--- src/rtl/noc_input_port.sv ---
// noc_input_port: input stage of a mesh NoC router.
// Buffers flits in a DEPTH-entry FIFO, computes the XY route of the head flit
// at the FIFO front, holds a one-hot request for the whole packet and streams
// flits to the crossbar while the matching output arbiter grants.
// Optional build macro NOC_INPORT_DROP_ORPHAN_EN: body/tail flits that reach
// the front without a preceding head are discarded and flagged on err_orphan;
// without it such a flit blocks the port until rst.
module noc_input_port #(
    parameter int FLIT_W  = 18,
    parameter int DEPTH   = 4,
    parameter int ADDR_W  = 2,
    parameter int COORD_W = 2,
    parameter int CUR_X   = 0,
    parameter int CUR_Y   = 0
) (
    input  logic              clk,
    input  logic              rst,
    input  logic [FLIT_W-1:0] in_flit,
    input  logic              in_valid,
    output logic              in_ready,
    output logic [4:0]        req,
    input  logic [4:0]        gnt,
    output logic [FLIT_W-1:0] out_flit,
    output logic              out_valid
`ifdef NOC_INPORT_DROP_ORPHAN_EN
    ,
    output logic              err_orphan
`endif
);
    typedef enum logic {IDLE = 1'b0, BUSY = 1'b1} state_t;

    localparam logic [ADDR_W:0]   DEPTH_C = (ADDR_W+1)'(DEPTH);
    localparam logic [ADDR_W:0]   ONE_C   = (ADDR_W+1)'(1);
    localparam logic [ADDR_W-1:0] ONE_A   = ADDR_W'(1);

    logic [FLIT_W-1:0]  mem [DEPTH];
    logic [ADDR_W-1:0]  rd_ptr, wr_ptr;
    logic [ADDR_W:0]    count;
    logic               full, empty, push, pop;
    logic [1:0]         ftype;
    logic               front_head, front_tail;
    logic [COORD_W-1:0] dx, dy;
    logic [4:0]         route, route_reg;
    logic               latch_route;
    state_t             state, state_nxt;
`ifdef NOC_INPORT_DROP_ORPHAN_EN
    logic               orphan;
`endif

    assign full     = (count == DEPTH_C);
    assign empty    = (count == '0);
    // in_ready is deliberately not raised by a same-cycle pop when full
    assign in_ready = !full && !rst;
    assign push     = in_valid && in_ready;
    assign out_flit = mem[rd_ptr];

    // type bits: 10 head, 00 body, 01 tail, 11 single -> bit1 starts, bit0 ends
    assign ftype      = out_flit[FLIT_W-1:FLIT_W-2];
    assign front_head = ftype[1];
    assign front_tail = ftype[0];
    assign dx         = out_flit[2*COORD_W-1:COORD_W];
    assign dy         = out_flit[COORD_W-1:0];

    // XY routing: resolve X first, then Y, else eject locally (unsigned compares)
    always_comb begin
        route = 5'b00001;
        if (dx > COORD_W'(CUR_X))      route = 5'b00010;
        else if (dx < COORD_W'(CUR_X)) route = 5'b00100;
        else if (dy > COORD_W'(CUR_Y)) route = 5'b01000;
        else if (dy < COORD_W'(CUR_Y)) route = 5'b10000;
    end

    // packet FSM: request on head, stream while granted, release after tail
    always_comb begin
        state_nxt   = state;
        pop         = 1'b0;
        out_valid   = 1'b0;
        req         = 5'b0;
        latch_route = 1'b0;
`ifdef NOC_INPORT_DROP_ORPHAN_EN
        orphan      = 1'b0;
`endif
        if (!rst) begin
            case (state)
                IDLE: begin
                    if (!empty) begin
                        if (front_head) begin
                            latch_route = 1'b1;
                            state_nxt   = BUSY;
                        end
`ifdef NOC_INPORT_DROP_ORPHAN_EN
                        else begin
                            pop    = 1'b1;
                            orphan = 1'b1;
                        end
`endif
                    end
                end
                BUSY: begin
                    req = route_reg;
                    // grant bits for other outputs are ignored
                    if (|(gnt & route_reg) && !empty) begin
                        pop       = 1'b1;
                        out_valid = 1'b1;
                        if (front_tail) state_nxt = IDLE;
                    end
                end
                default: state_nxt = IDLE;
            endcase
        end
    end

`ifdef NOC_INPORT_DROP_ORPHAN_EN
    assign err_orphan = orphan;
`endif

    // state and latched route; reset drops any packet in progress
    always_ff @(posedge clk) begin
        if (rst) begin
            state     <= IDLE;
            route_reg <= 5'b0;
        end else begin
            state <= state_nxt;
            if (latch_route) route_reg <= route;
        end
    end

    // FIFO pointers, occupancy and storage; reset flushes everything
    always_ff @(posedge clk) begin
        if (rst) begin
            rd_ptr <= '0;
            wr_ptr <= '0;
            count  <= '0;
            for (int i = 0; i < DEPTH; i++) mem[i] <= '0;
        end else begin
            if (push) begin
                mem[wr_ptr] <= in_flit;
                wr_ptr      <= wr_ptr + ONE_A;
            end
            if (pop) rd_ptr <= rd_ptr + ONE_A;
            case ({push, pop})
                2'b10:   count <= count + ONE_C;
                2'b01:   count <= count - ONE_C;
                default: count <= count;
            endcase
        end
    end
endmodule

--- config.mk ---
export PLATFORM = sky130hd
export DESIGN_NAME = noc_input_port
export DESIGN_NICKNAME = d
export VERILOG_FILES = /design/src/rtl/noc_input_port.sv
export SDC_FILE = /design/constraint.sdc
export NUM_CORES = 1
export LEC_CHECK = 0
export CAP_MARGIN = 0
export CELL_PAD_IN_SITES_DETAIL_PLACEMENT = 1
export CELL_PAD_IN_SITES_GLOBAL_PLACEMENT = 2
export CORE_MARGIN = 3
export CORE_UTILIZATION = 39
export CTS_CLUSTER_SIZE = 24
export DETAILED_ROUTE_END_ITERATION = 6
export PLACE_DENSITY = 0.77
export SLEW_MARGIN = 10
export SYNTH_ARGS = -nofsm -noshare
export SYNTH_HDL_FRONTEND = slang
export SYNTH_SLANG_ARGS = --single-unit
--- constraint.sdc ---
create_clock -name clk -period 2.7 [get_ports clk]
set_input_delay 0.405 -clock clk [delete_from_list [all_inputs] [get_ports clk]]
set_output_delay 0.405 -clock clk [all_outputs]
set_load 0.05 [all_outputs]
==> reports/metrics.yaml, run 1 <==
grt:
  groute.usage.overall_pct: 15.1
  grt_pass1_vias: 2325
  gr-total-overflow: 0
  grt_max_degree: 20
  grt_antenna_before_repair: 0
  grt_first_pass_wirelength_um: 12500
logic_synthesis:
  synth_edf_count: 72
  ys_warn_count: 0
  synth_largest_area_cell: "edfxtp_1"
  ys_ff_latch: 85
  ys_types: 38
  synthTopCellsByArea: "edfxtp_1 57%, and2_1 12%, mux4_2 7.2%, dfxtp_1 6.9%, mux4_1 4.2%"
  avgSynthCellArea_um2: 15.2
  synthFlopType: "edfxtp_1"
  syn_area_um2: 3770
  yosysMostFrequentCell: "and2_1"
  netlist_top_cells_count: "75 x and2_1, 72 x edfxtp_1, 13 x dfxtp_1, 12 x mux4_2, 11 x nor2_1"
  synthArstFlopShare_pct: 0
  seq_area_frac_synth_pct: 64.3
  synthCells: 247
  synth_top_area_share_pct: 57.4
critical_path:
  cp_slowest_cell: "mux4_1"
  path_cells: "buf_4 > mux4_1 > buf_4"
  r2r_cells: 9
  worstReg2RegStart: "count[0]"
  critPathMaxFanout: 10
  end_kind: "output port"
  critPathArrivalTime_ns: 1.80
  r2r_slack_ns: 0.56
  startpoint_type: "register"
  critical_path_class: "reg2out"
  crit_top_cell: "buf_4"
  cpPeakStageDelay_ns: 0.65
  r2r_end: "count[2]"
  required_ns: 2.30
floorplanning:
  design.die.area_um2: 10900
  fp-row-count: 35
  ioPinCount: 51
  core_um2: 9330
  die_w_um: 104
  die-height_um: 104
  start_util_pct: 40.4
cells_and_area:
  fillCellCount: 919
  final_nets: 339
  final_core_util_pct: 50.2
  antenna_cells: 0
  drive_above_1_share_pct: 25.0
  area_delta_synth_final_pct: 24.4
  largest_register_ffs: 72
job:
  maxCapViolCount: 0
clock_network:
  cts-resized-gates: 0
  cts.clk_slew.worst_paths_ns: 0.08
  cts-root-buf: "clkbuf_8"
  cts_tree: "done"
  postCtsSetupRepairBufs: 0
  postCtsHoldBufs: 0
  cts.sinks: 85
  numCtsBuffers: 9
  cts_buffer_depth: 2
  worst_skew_pair.late_latency_ns: 0.35
  htree_levels: 3
timing:
  finalSetupTns_ns: 0
  setup_viol: 0
  final_max_slew_viol_count: 0
  period_needed_ns: 2.20
  rsz0062_at_grt: "no"
  worstMarginPinSlew_ns: 0.554
  finalClockSkew_ns: 0.00726
  slew_headroom_pct: 63.1
  fmax_mhz: 454
  hold_violations: 0
  finalHoldWorstSlack_ns: 0.464
  fin_crit_sh_pct: 81.6
  worst_slack_ns: 0.496
route:
  drcViolationCount: 0
  drtAntennaViolNets: 0
  viasPerCell: 4.80
  num_vias: 2135
  drt-total-wl_um: 7740
  wl_per_cell_um: 17.4
  first_pass_iters: 4
  drtIter0Drc: 84
power:
  power.density_nw_per_um2: 564
  peakVddDrop_uv: 224
  p_total_mw: 2.64
  leakage_nw: 1.75
hold_path:
  hp-start: "rd_ptr[1]"
  whs_path_depth: 1
  min_path_type: "reg2reg"
run_status:
  status: "complete, no violations"
placed_design:
  place_ws_ns: 0.181
  dpl.hpwl_um: 5360
  numPortBuffers: 46
  gp_congestion: 0.716
## how the worst max path moves through the flow
stage                  start     endpoint  slack, ns  cells after the start
CTS                 register  out_flit[0]       0.46                      3
finish              register  out_flit[0]       0.50                      3
global placement      gnt[1]     count[2]       0.19                      9
floorplan                rst     count[2]       0.03                      9
global route        count[2]     count[2]       0.37                      9
detailed placement    gnt[1]     count[2]       0.18                      9
## layout make-up
cell class	instances	area [um2]	share of cell area [%]
Multi-Input combinational cell	143	1270	27.1
Clock inverter	6	30.0	0.641
Timing Repair Buffer	66	653	13.9
Clock buffer	10	128	2.72
Tap cell	129	161	3.45
Sequential cell	85	2420	51.7
Inverter	6	22.5	0.481
## metrics by stage
step / instance area [um2] / std cells
floorplan: 3780 / 248
global placement: 4530 / 429
detailed placement: 4530 / 429
CTS: 4680 / 445
global route: 4680 / 445
finish: 4680 / 445
## cells in the final DEF, fill, tap and decap left out, types with 2 or more instances in the layout
cell type,Yosys,final
clkbuf_8,0,9
nor3b_4,1,2
mux4_1,6,6
a21oi_1,6,5
nand2_1,2,2
clkinv_2,0,3
buf_4,2,35
and2_1,75,75
clkinv_1,0,2
xnor2_1,2,2
nand2b_1,2,2
clkdlybuf4s50_1,0,23
inv_1,5,5
edfxtp_1,72,72
conb_1,1,2
mux4_2,12,12
buf_12,0,8
dfxtp_1,13,13
or2_2,3,3
xor2_1,2,2
nor3_4,2,2
nor2_1,11,11
## cells by family after synthesis
group,after synthesis,share of synthesized area (%)
simple gates,104,17.4
other cells,1,0.0996
buf+inv,20,2.52
compound gates,12,2.19
flops,85,64.3
mux,19,11.6
fa+ha+maj,2,0.864
xor+xnor,4,0.930
## report_power, final
| group | switching [mW] | internal, mW | total (mW) |
|---|---|---|---|
| Combinational | 0.206 | 0.141 | 0.346 |
| Sequential | 0.0249 | 1.50 | 1.53 |
| Clock | 0.444 | 0.324 | 0.768 |
| Total | 0.674 | 1.97 | 2.64 |
## worst max-delay path: cells and delay by family (launching register included)
| family | cells | cell delay [ns] |
|---|---|---|
| buffers and inverters | 2 | 0.46 |
| flip-flops | 1 | 0.34 |
| multiplexers | 1 | 0.65 |
## per-layer routing
metal	GRT usage [%]	up-vias	share of wire, %
li1	-	1023	-
met3	3.60	8	3.6
met2	26.5	38	53
met5	0	-	0
met1	18.2	1066	43
met4	5.13	0	1.3
No activity file was read; power rests on OpenSTA's default activity.
==> run 2, diff against run 1 <==
==> constraint.sdc (replaced) <==
create_clock -name clk -period 2.15 [get_ports clk]
set_input_delay 0.3225 -clock clk [delete_from_list [all_inputs] [get_ports clk]]
set_output_delay 0.3225 -clock clk [all_outputs]
set_load 0.05 [all_outputs]
==> run 2 against run 1 <==
Net effect:
- final area increased by 3.8%
- non-clock buffer count increased by 8
- critical path depth unchanged
- count of clock-buffer cells in the layout unchanged
- power increased by 41%
- hold slack got worse by 0.013 ns
- global-route usage increased by 1.1 points
- sequential power increased by 25%
- die area unchanged
- sequential share of layout area decreased by 1.8 points
- routed wire length increased by 6.5%
- largest cell class unchanged
==> reports/metrics.yaml, run 2 (synthesis results as in run 1) <==
power:
  power.density_nw_per_um2: 764  # +35%
  peakVddDrop_uv: 270  # +20%
  p_total_mw: 3.71  # +41%
  leakage_nw: 1.82  # +3.9%
cells_and_area:
  largest_register_ffs: 72  # unchanged
  antenna_cells: 0  # unchanged
  final_cell_area_um2: 4860  # +3.8%
  stdcell_count: 453  # +1.8%
  mostFrequentLayoutCells: "75 x and2_1, 72 x edfxtp_1, 40 x buf_4"
  drive_above_1_share_pct: 31.2  # +6.2 points
  final_common_cell: "and2_1"
  final_nets: 347  # +2.4%
  final_core_util_pct: 52.1  # +1.9 points
  area_delta_synth_final_pct: 29.1
clock_network:
  cts.clk_slew.worst_paths_ns: 0.08  # about the same
  cts_tree: "done"
  cts.sinks: 85  # unchanged
  worst_skew_pair.late_latency_ns: 0.36  # about the same
  cts_buffer_depth: 2  # unchanged
  numCtsBuffers: 9  # unchanged
  cts-root-buf: "clkbuf_8"
  postCtsSetupRepairBufs: 0  # unchanged
  htree_levels: 3  # unchanged
timing:
  setup_viol: 0  # unchanged
  period_needed_ns: 2.07
  hold_violations: 0  # unchanged
  finalClockSkew_ns: 0.0102  # +0.00291 ns
  fin_crit_sh_pct: 96.4
  worstMarginPinSlew_ns: 0.523  # -0.0306 ns
  worst_slack_ns: 0.0777  # -0.419 ns
  slew_headroom_pct: 65.1  # +2.0 points
  final_max_slew_viol_count: 0  # unchanged
  finalHoldWorstSlack_ns: 0.451  # -0.0128 ns
  finalSetupTns_ns: 0  # unchanged
  fmax_mhz: 483
route:
  wl_met2_um: 4340  # +6.6%
  wl_per_cell_um: 18.2  # +4.6%
  viasPerCell: 4.80  # about the same
  wl_met1_um: 3500  # +6.5%
  num_vias: 2174  # +1.8%
  wl_met3_um: 282  # +2.5%
  drcViolationCount: 0  # unchanged
  first_pass_iters: 4  # unchanged
  drtAntennaViolNets: 0  # unchanged
  drt-total-wl_um: 8240  # +6.5%
  drtIter0Drc: 74  # -12%
  routed.top_layer: "met4"
grt:
  grt_pass1_vias: 2403  # +3.4%
  groute.usage.overall_pct: 16.2  # +1.1 points
  gr-total-overflow: 0  # unchanged
  grt_max_degree: 23  # +15%
  grt_antenna_before_repair: 0  # unchanged
  grt_first_pass_wirelength_um: 13200  # +5.6%
critical_path:
  end_kind: "output port"
  critPathMaxFanout: 9  # -1
  critPathArrivalTime_ns: 1.75  # -0.05 ns
  r2r_slack_ns: 0.12  # -0.44 ns
  startpoint_type: "register"
  worstReg2RegStart: "count[2]"
  required_ns: 1.83  # -0.47 ns
  r2r_end: "count[2]"
  critical_path_class: "reg2out"
  r2r_cells: 9  # unchanged
hold_path:
  whs_path_depth: 1  # unchanged
  hp-start: "rd_ptr[1]"
  min_path_type: "reg2reg"
floorplanning:
  die_w_um: 104  # unchanged
  ioPinCount: 51  # unchanged
  start_util_pct: 40.4  # unchanged
  design.die.area_um2: 10900  # unchanged
  core_um2: 9330  # unchanged
  die-height_um: 104  # unchanged
  fp-row-count: 35  # unchanged
run_status:
  status: "complete, no violations"
placed_design:
  dp.cells: 436  # +1.6%
  numPortBuffers: 46  # unchanged
  gp_congestion: 0.704  # -1.6%
  place_ws_ns: -0.278  # -0.459 ns
  dpl.hpwl_um: 5540  # +3.4%
  dpl_cell_area_um2: 4600  # +1.7%
job:
  maxCapViolCount: 0  # unchanged
-- run 2: changes by cell type in the layout (fill, tap and decap cells not counted), moves of 3 or more --
cell / delta
buf_4: +5
bufinv_16: +3
dfxtp_1: -4
dfxtp_2: +4
mux4_1: -4
mux4_2: +4
-- run 2: repair_timing --
item	CTS	global route
hold buffers	0	0
gates cloned	0	1
endpoints found under the setup margin	3	9
gates resized for setup	3	6
-- run 2: final cells by class --
class,instances,area [um2]
Fill cell,934,4470
Inverter,6,22.5
Multi-Input combinational cell,143,1260
Timing Repair Buffer,74,747
Tap cell,129,161
Sequential cell,85,2430
Clock inverter,6,111
Clock buffer,10,128
-- run 2: worst max path at each step --
stage               cells after the start  slack [ns]     endpoint
floorplan                               9       -0.31     count[2]
global placement                        9       -0.22     count[2]
detailed placement                      9       -0.28     count[2]
CTS                                     3        0.01  out_flit[4]
global route                            9       -0.02     count[2]
finish                                  3        0.08  out_flit[2]
-- run 2: routing by layer --
layer	GRT usage [%]	up-vias
li1	-	1034
met1	19.4	1085
met2	28.6	44
met3	4.10	11
met4	5.13	0
met5	0	-
-- run 2: worst max-delay path: stages, from the launching register on --
cell	delay, ns
dfxtp_2	0.40
buf_12	0.16
mux4_1	0.61
buf_4	0.22
-- run 2: power by group --
part	internal (mW)	switching [mW]	total, mW
registers	1.89	0.0339	1.92
clock network	0.772	0.568	1.34
logic	0.188	0.265	0.453
==> run 3, diff against run 2 <==
--- a/config.mk
+++ b/config.mk
@@ -8,6 +8,7 @@
 export CAP_MARGIN = 0
 export CELL_PAD_IN_SITES_DETAIL_PLACEMENT = 1
 export CELL_PAD_IN_SITES_GLOBAL_PLACEMENT = 2
+export CORE_ASPECT_RATIO = 1.75
 export CORE_MARGIN = 3
 export CORE_UTILIZATION = 39
 export CTS_CLUSTER_SIZE = 24
==> run 3 against run 2 <==
Net effect:
- count of clock-buffer cells in the layout up 1
- final cell count down 2.2%
- power up 4.1%
- largest power group unchanged
- global-route usage up 0.21 points
- sequential share of layout area down 0.51 points
- core utilization up 0.80 points
==> reports/metrics.yaml, run 3 (synthesis results as in run 1) <==
timing:
  finalHoldWorstSlack_ns: 0.460  # +0.00851 ns
  worst_slack_ns: 0.0291  # -0.0486 ns
  rsz0062_at_grt: "yes"
  finalClockSkew_ns: 0.0110  # +0.000802 ns
  hold_violations: 0  # unchanged
  finalSetupTns_ns: 0  # unchanged
  fin_crit_sh_pct: 98.6  # +2.3 points
  fmax_mhz: 471  # -2.3%
  final_max_slew_viol_count: 0  # unchanged
  setup_viol: 0  # unchanged
  period_needed_ns: 2.12  # +0.0486 ns
critical_path:
  end_kind: "register"
  required_ns: 2.43  # +0.60 ns
  critPathArrivalTime_ns: 2.40  # +0.65 ns
  critical_path_class: "in2reg"
  r2r_slack_ns: 0.10  # -0.02 ns
  critPathMaxFanout: 2  # -7
  startpoint_type: "input port"
route:
  routed.top_layer: "met4"
  wl_per_cell_um: 18.4  # +1.4%
  drt-total-wl_um: 8170  # -0.89%
  first_pass_iters: 4  # unchanged
  drtIter0Drc: 92  # +24%
  wl_met2_um: 4650  # +7.1%
  num_vias: 2178  # +0.18%
  wl_met3_um: 223  # -21%
  drtAntennaViolNets: 0  # unchanged
  drcViolationCount: 0  # unchanged
  wl_met1_um: 3120  # -11%
  viasPerCell: 4.92  # +2.4%
floorplanning:
  start_util_pct: 40.6  # +0.27 points
  core_um2: 9270  # -0.66%
  die-height_um: 136  # +30%
  die_w_um: 80.3  # -23%
  fp-row-count: 46  # +31%
  design.die.area_um2: 10900  # +0.42%
  ioPinCount: 51  # unchanged
grt:
  grt_max_degree: 20  # -13%
  grt_first_pass_wirelength_um: 12800  # -3.0%
  gr-total-overflow: 0  # unchanged
  grt_antenna_before_repair: 0  # unchanged
  grt_pass1_vias: 2359  # -1.8%
  groute.usage.overall_pct: 16.4  # +0.21 points
cells_and_area:
  final_core_util_pct: 52.9  # +0.80 points
  final_cell_area_um2: 4900  # +0.87%
  drive_above_1_share_pct: 28.8  # -2.4 points
  stdcell_count: 443  # -2.2%
  area_delta_synth_final_pct: 30.2
  fillCellCount: 928  # -0.64%
  final_nets: 347  # unchanged
  final_common_cell: "and2_1"
  largest_register_ffs: 72  # unchanged
  mostFrequentLayoutCells: "75 x and2_1, 72 x edfxtp_1, 40 x buf_4"
  antenna_cells: 0  # unchanged
clock_network:
  cts-root-buf: "clkbuf_16"
  cts.clk_slew.worst_paths_ns: 0.06  # -0.02 ns
  cts_tree: "done"
  htree_levels: 3  # unchanged
  postCtsHoldBufs: 0  # unchanged
  cts.sinks: 85  # unchanged
  worst_skew_pair.late_latency_ns: 0.34  # -0.02 ns
  cts_buffer_depth: 2  # unchanged
  numCtsBuffers: 9  # unchanged
power:
  leakage_nw: 1.86  # +1.8%
  power.density_nw_per_um2: 789  # +3.2%
  p_total_mw: 3.87  # +4.1%
  peakVddDrop_uv: 475  # +76%
placed_design:
  numPortBuffers: 46  # unchanged
  gp_congestion: 0.697  # -1.1%
  dpl_cell_area_um2: 4610  # about the same
  place_ws_ns: -0.310  # -0.0324 ns
  dpl.hpwl_um: 5540  # about the same
  dp.cells: 427  # -2.1%
run_status:
  status: "complete, no violations"
hold_path:
  min_path_type: "reg2reg"
job:
  maxCapViolCount: 0  # unchanged
[run 3: layout make-up]
type,instances,area (um2),area share (%)
flip-flops and latches,85,2420,49.4
multi-input cells,143,1280,26.2
repair buffers,74,742,15.1
clock buffers,11,233,4.74
well taps,120,150,3.06
clock inverters,4,50.0,1.02
inverters,6,22.5,0.459
[run 3: path summary, 6_finish.rpt]
path | end | start | cells after the start
worst max-delay path | count[2] | gnt[3] | 10
worst min-delay path | rd_ptr[1] | rd_ptr[1] | 1
worst max register to register | count[2] | route_reg[3] | 9
worst min register to register | rd_ptr[1] | rd_ptr[1] | 1
[run 3: repair_timing]
item | CTS | global route
gates resized for setup | 2 | 1
pin swaps | 0 | 3
endpoints found under the setup margin | 6 | 1
buffers inserted | 0 | 2
[run 3: metal layers]
metal | track usage, % | vias to the layer above
met2 | 30.3 | 49
met4 | 7.89 | 0
li1 | - | 1038
met3 | 2.65 | 10
met5 | 0 | -
met1 | 17.8 | 1081
[run 3: critical path, cell delays in order]
cell and delay [ns]:
clkdlybuf4s50_1 0.46, a222oi_1 0.08, buf_4 0.15, nor3b_4 0.20, ha_2 0.22, inv_2 0.04, fa_2 0.32, xor2_1 0.15
or3_1 0.32, a21oi_2 0.12
[run 3: where the power goes]
part | switching (mW) | total (mW) | internal [mW] | leakage [nW]
combinational | 0.264 | 0.455 | 0.191 | 0.875
clock | 0.600 | 1.49 | 0.892 | 0.132
sequential | 0.0315 | 1.92 | 1.89 | 0.849
total | 0.896 | 3.87 | 2.97 | 1.86
